File: src/rtl/risc_pkg.sv
// rtl/risc_pkg.sv - shared types and constants for the 16-bit RISC pipeline
package risc_pkg;

  typedef enum logic [1:0] {IDLE, BUSY, DONE} mem_state_t;

  localparam int WORD_W     = 16;
  localparam int REG_ADDR_W = 3;

  localparam logic [WORD_W-1:0] BUS_ERR_DATA = 16'hFFFF;

endpackage

File: src/rtl/mem_access_stage_timeout.sv
// rtl/mem_access_stage_timeout.sv - bus_timeout_counter: counts BUSY cycles, flags the last allowed one
module bus_timeout_counter #(
  parameter int TIMEOUT = 16,
  localparam int CNT_W  = $clog2(TIMEOUT + 1)
) (
  input  logic clk,
  input  logic rst_n,
  input  logic clear,
  input  logic enable,
  output logic expired
);

  logic [CNT_W-1:0] count;

  always_ff @(posedge clk) begin
    if (!rst_n || clear) begin
      count <= '0;
    end else if (enable) begin
      count <= count + CNT_W'(1);
    end
  end

  // count holds the number of completed BUSY cycles, so TIMEOUT-1 marks the TIMEOUT-th one
  assign expired = enable && (count == CNT_W'(TIMEOUT - 1));

endmodule

File: src/rtl/mem_access_stage.sv
// rtl/mem_access_stage.sv - MEM-stage bus master with stall and write-back bubble injection
module mem_access_stage
  import risc_pkg::*;
#(
  parameter int TIMEOUT = 16
) (
  input  logic                  clk,
  input  logic                  rst_n,
  input  logic [WORD_W-1:0]     alu_result_in,
  input  logic [WORD_W-1:0]     write_data_in,
  input  logic [REG_ADDR_W-1:0] mux_rd_rt_in,
  input  logic                  MemRead_in,
  input  logic                  MemWrite_in,
  input  logic                  MemToReg_in,
  input  logic                  RegWrite_in,
  output logic                  stall,
  output logic [WORD_W-1:0]     read_data_mem_out,
  output logic [WORD_W-1:0]     alu_result_out,
  output logic [REG_ADDR_W-1:0] mux_rd_rt_out,
  output logic                  MemToReg_out,
  output logic                  RegWrite_out,
  output logic                  mem_req,
  output logic                  mem_we,
  output logic [WORD_W-1:0]     mem_addr,
  output logic [WORD_W-1:0]     mem_wdata,
  input  logic                  mem_ack,
  input  logic [WORD_W-1:0]     mem_rdata,
  output logic                  bus_err
);

  mem_state_t            state;
  logic [WORD_W-1:0]     alu_q;
  logic [WORD_W-1:0]     rdata_q;
  logic [REG_ADDR_W-1:0] rd_q;
  logic                  memtoreg_q;
  logic                  regwrite_q;
  logic                  is_load_q;
  logic                  expired;
  logic                  mem_op;

  assign mem_op = MemRead_in | MemWrite_in;

  bus_timeout_counter #(.TIMEOUT(TIMEOUT)) u_timeout (
    .clk     (clk),
    .rst_n   (rst_n),
    .clear   (state != BUSY),
    .enable  (state == BUSY),
    .expired (expired)
  );

  always_ff @(posedge clk) begin
    if (!rst_n) begin
      state      <= IDLE;
      mem_req    <= 1'b0;
      mem_we     <= 1'b0;
      mem_addr   <= '0;
      mem_wdata  <= '0;
      rdata_q    <= '0;
      bus_err    <= 1'b0;
      alu_q      <= '0;
      rd_q       <= '0;
      memtoreg_q <= 1'b0;
      regwrite_q <= 1'b0;
      is_load_q  <= 1'b0;
    end else begin
      case (state)
        IDLE: begin
          if (mem_op) begin
            state      <= BUSY;
            mem_req    <= 1'b1;
            mem_we     <= MemWrite_in;
            mem_addr   <= alu_result_in;
            mem_wdata  <= write_data_in;
            alu_q      <= alu_result_in;
            rd_q       <= mux_rd_rt_in;
            memtoreg_q <= MemToReg_in;
            regwrite_q <= RegWrite_in;
            // read+write together behaves as a store
            is_load_q  <= MemRead_in & ~MemWrite_in;
          end
        end
        BUSY: begin
          if (mem_ack) begin
            rdata_q <= is_load_q ? mem_rdata : '0;
            mem_req <= 1'b0;
            state   <= DONE;
          end else if (expired) begin
            rdata_q <= BUS_ERR_DATA;
            bus_err <= 1'b1;
            mem_req <= 1'b0;
            state   <= DONE;
          end
        end
        DONE:    state <= IDLE;
        default: state <= IDLE;
      endcase
    end
  end

  always_comb begin
    stall             = 1'b0;
    read_data_mem_out = '0;
    alu_result_out    = alu_result_in;
    mux_rd_rt_out     = mux_rd_rt_in;
    MemToReg_out      = MemToReg_in;
    RegWrite_out      = RegWrite_in;
    case (state)
      IDLE: begin
        if (mem_op) begin
          stall        = 1'b1;
          MemToReg_out = 1'b0;
          RegWrite_out = 1'b0;
        end
      end
      BUSY: begin
        stall          = 1'b1;
        alu_result_out = alu_q;
        mux_rd_rt_out  = rd_q;
        MemToReg_out   = 1'b0;
        RegWrite_out   = 1'b0;
      end
      DONE: begin
        read_data_mem_out = rdata_q;
        alu_result_out    = alu_q;
        mux_rd_rt_out     = rd_q;
        MemToReg_out      = memtoreg_q;
        RegWrite_out      = regwrite_q;
      end
      default: stall = 1'b0;
    endcase
  end

endmodule

File: config.mk
export PLATFORM = sky130hd
export DESIGN_NAME = mem_access_stage
export DESIGN_NICKNAME = d
export VERILOG_FILES = /design/src/rtl/risc_pkg.sv /design/src/rtl/mem_access_stage_timeout.sv /design/src/rtl/mem_access_stage.sv
export SDC_FILE = /design/constraint.sdc
export NUM_CORES = 1
export LEC_CHECK = 0
export ABC_AREA = 1
export ABC_CLOCK_PERIOD_IN_PS = 3550
export BUFFER_PORTS_ARGS = -buffer_cell sky130_fd_sc_hd__buf_2
export CORE_ASPECT_RATIO = 0.75
export CORE_UTILIZATION = 45
export DETAILED_ROUTE_END_ITERATION = 10
export PLACE_DENSITY = 0.76
export SYNTH_ARGS = -nofsm -noshare
export SYNTH_HDL_FRONTEND = slang
export SYNTH_SLANG_ARGS = --single-unit
File: constraint.sdc
create_clock -name clk -period 3.55 [get_ports clk]
set_clock_uncertainty 0.2 [all_clocks]
set_input_delay 0.355 -clock clk [delete_from_list [all_inputs] [get_ports clk]]
set_output_delay 0.355 -clock clk [all_outputs]
set_load 0.01 [all_outputs]
==> flow_metrics.py <==
metrics = {
    "power": {
        "ir_drop_v": 0.000277,
        "power.leakage_nw": 1.95,
        "power.density_mw_per_mm2": 514,
    },
    "floorplan": {
        "std_cell_rows": 24,
        "chipHeight_um": 69.6,
        "die_w_um": 92.1,
        "start_util_pct": 46.8,
        "ioPinCount": 131,
        "core_area_mm2": 0.00586,
        "die-area_mm2": 0.00641,
    },
    "clock_network": {
        "ctsLongestPathBuffers": 2,
        "cts_resized": 0,
        "ctsHtreeMaxLevel": 3,
        "cts_tree": "yes",
        "clkLatencyLatePin_ns": 0.34,
        "cts-root-buf": "clkbuf_8",
        "ctsHoldBuffers": 0,
        "cts.sinks": 64,
        "postCtsSetupBuffers": 0,
        "cts.clk_slew.worst_paths_ns": 0.08,
        "numCtsBuffers": 9,
    },
    "place": {
        "place_inst": 568,
        "pre_cts_slack_ns": 1.23,
        "io_buffers": 130,
        "dpl.hpwl_um": 4590,
        "place_area_mm2": 0.00337,
        "gp_congestion": 0.770,
    },
    "sta": {
        "finalSetupViolCount": 0,
        "hold_viol": 0,
        "max_slew.worst_pin.slew_ns": 0.935,
        "whs_ns": 0.0299,
        "slew_viol_final": 0,
        "fin_tns_setup_ns": 0,
        "relSlewSlack_pct": 37.7,
        "clock.fmax_mhz": 372,
        "grt_setup_unrepaired": "no",
        "finalWorstSetupSlack_ns": 0.865,
        "fin_crit_sh_pct": 75.6,
        "period_minus_slack_ns": 2.68,
    },
    "route": {
        "ant_nets": 0,
        "drc": 0,
        "wl_per_cell_um": 11.0,
        "vias": 2767,
        "met1_length_um": 2810,
        "routed_via_density": 4.74,
        "wl_met2_um": 3010,
        "drtPass1Iterations": 4,
        "top_layer_used": "met4",
        "wl_um": 6420,
        "met3_length_um": 511,
        "initialDrtViolationCount": 81,
    },
    "global_routing": {
        "grt_start_max_net_pins": 57,
        "grt-ovfl-total": 0,
        "grt_pass1_vias": 2564,
        "grt_usage_pct": 21.6,
        "grt_pass1_wl_um": 11000,
        "grt_antenna_before_repair": 0,
    },
    "setup_path": {
        "startpoint": "state[0]",
        "ff2ff_path_depth": 8,
        "cp_data_arrival_time_ns": 2.13,
        "start_kind": "flip-flop",
        "worstReg2RegStart": "state[0]",
        "worstPathRequired_ns": 2.99,
        "cp_max_fo": 38,
        "r2r-end": "mem_wdata[8]",
        "crit_end": "alu_result_out[6]",
        "path_class": "flip-flop to output port",
        "rrSetupSlack_ns": 1.30,
        "end_kind": "output port",
    },
    "cells_and_area": {
        "design_area_mm2": 0.00357,
        "fin_nets": 565,
        "area_growth_syn_to_layout_pct": 30.4,
        "final_cells": 584,
        "antennaDiodeCount": 0,
        "fill_cells": 566,
        "drive_gt1_share_pct": 30.0,
    },
    "synthesis": {
        "synth.avg_cell_area_um2": 7.16,
        "netlist_area_mm2": 0.00274,
        "synth_top_cell_area_share_pct": 46.7,
        "ys_types": 20,
        "syn_inst": 383,
        "synth.largest_area_cell": "dfxtp_1",
        "ys.warnings.count": 0,
        "synthTopCellsByArea": "dfxtp_1 (47%), o21ai_0 (12%), nor2_1 (8.2%)",
        "yosysSeqAreaShare_pct": 46.7,
        "ys_seq_elements": 64,
        "syn_nets": 447,
    },
    "run_status": {
        "status": "complete, no violations",
    },
    "worst_hold_path": {
        "min_path_type": "input port to flip-flop",
    },
    "job": {
        "cap_violations": 0,
    },
}
-- registers in the layout, summed over array words and instances (netlist names) --
name             count
mem_we               1
rdata_q             16
state                2
bus_err              1
u_timeout.count      5
mem_wdata           16
memtoreg_q           1
rd_q                 3
alu_q               16
regwrite_q           1
is_load_q            1
mem_req              1
-- synth_stat cells --
cell type / count
o21ai_0: 67
dfxtp_1: 64
nor2_1: 60
nand2_1: 53
inv_1: 48
a21oi_1: 43
buf_2: 9
clkbuf_1: 8
o21ai_1: 7
ha_1: 6
buf_4: 5
nand3_1: 3
a31oi_1: 2
nand2_2: 2
buf_1: 1
buf_6: 1
inv_2: 1
nand2_4: 1
nand4_1: 1
or2_2: 1
-- layout by cell type (no fill, tap or decap), drive strengths merged, types with 3 or more instances in the layout --
cell type  netlist  final
clkbuf           8      9
o21ai           74     74
ha               6      6
dfxtp           64     64
nor2            60     60
buf             16    131
nand2           56     56
a21oi           43     43
nand3            3      3
inv             49     51
-- layout make-up --
class / instances / area [um2] / share of cell area [%]
Timing Repair Buffer: 131 / 658 / 18.4
Inverter: 49 / 184 / 5.15
Sequential cell: 64 / 1280 / 35.9
Multi-Input combinational cell: 246 / 1150 / 32.1
Clock buffer: 9 / 124 / 3.47
Clock inverter: 7 / 80.1 / 2.24
Tap cell: 78 / 97.6 / 2.73
-- stage by stage --
| stage | power [mW] | util, % |
|---|---|---|
| 2_1_floorplan | 1.09 | - |
| 3_3_place_gp | 1.22 | 57.5 |
| 5_1_grt | 1.95 | 61.0 |
| 6_report | 1.84 | 61.0 |
| 3_5_place_dp | 1.23 | 57.5 |
| 4_1_cts | 1.86 | 61.0 |
-- power by group --
part | internal (mW) | leakage (nW) | switching (mW) | total, mW
registers | 0.792 | 0.529 | 0.0447 | 0.836
clock network | 0.331 | 0.0964 | 0.293 | 0.624
logic | 0.145 | 1.33 | 0.230 | 0.376
-- cells by family (layout without fill, tap and decap cells) --
| kind of cell | count (synthesis) | in the layout | synth area share (%) |
|---|---|---|---|
| AO/OA/AOI/OAI | 119 | 119 | 21.8 |
| adder cells (fa/ha/maj) | 6 | 6 | 2.74 |
| AND/OR/NAND/NOR | 121 | 121 | 17.3 |
| buffers and inverters | 73 | 196 | 11.4 |
| flip-flops | 64 | 64 | 46.7 |
-- worst max-delay path, stage by stage, from the launching register on --
cell	delay, ns
dfxtp_1	0.38
inv_1	0.08
ha_1	0.91
o21ai_0	0.23
buf_2	0.19
-- how the worst min path moves through the flow --
stage                     slack, ns  cells after the start                 end          startpoint
final                          0.03                      3        mem_wdata[4]    write_data_in[4]
after global routing           0.02                      3        mem_wdata[0]    write_data_in[0]
after CTS                      0.01                      3        mem_wdata[0]    write_data_in[0]
after detailed placement       0.25                      1  u_timeout.count[0]  u_timeout.count[0]
after global placement         0.25                      1  u_timeout.count[0]  u_timeout.count[0]
after floorplan                0.23                      1  u_timeout.count[0]  u_timeout.count[0]
-- metal layers --
| metal | GRT usage, % | vias up |
|---|---|---|
| met2 | 36.2 | 81 |
| li1 | - | 1456 |
| met3 | 9.87 | 10 |
| met1 | 24.2 | 1220 |
| met4 | 7.47 | 0 |
| met5 | 0 | - |
No activity file was read; power rests on OpenSTA's default activity.
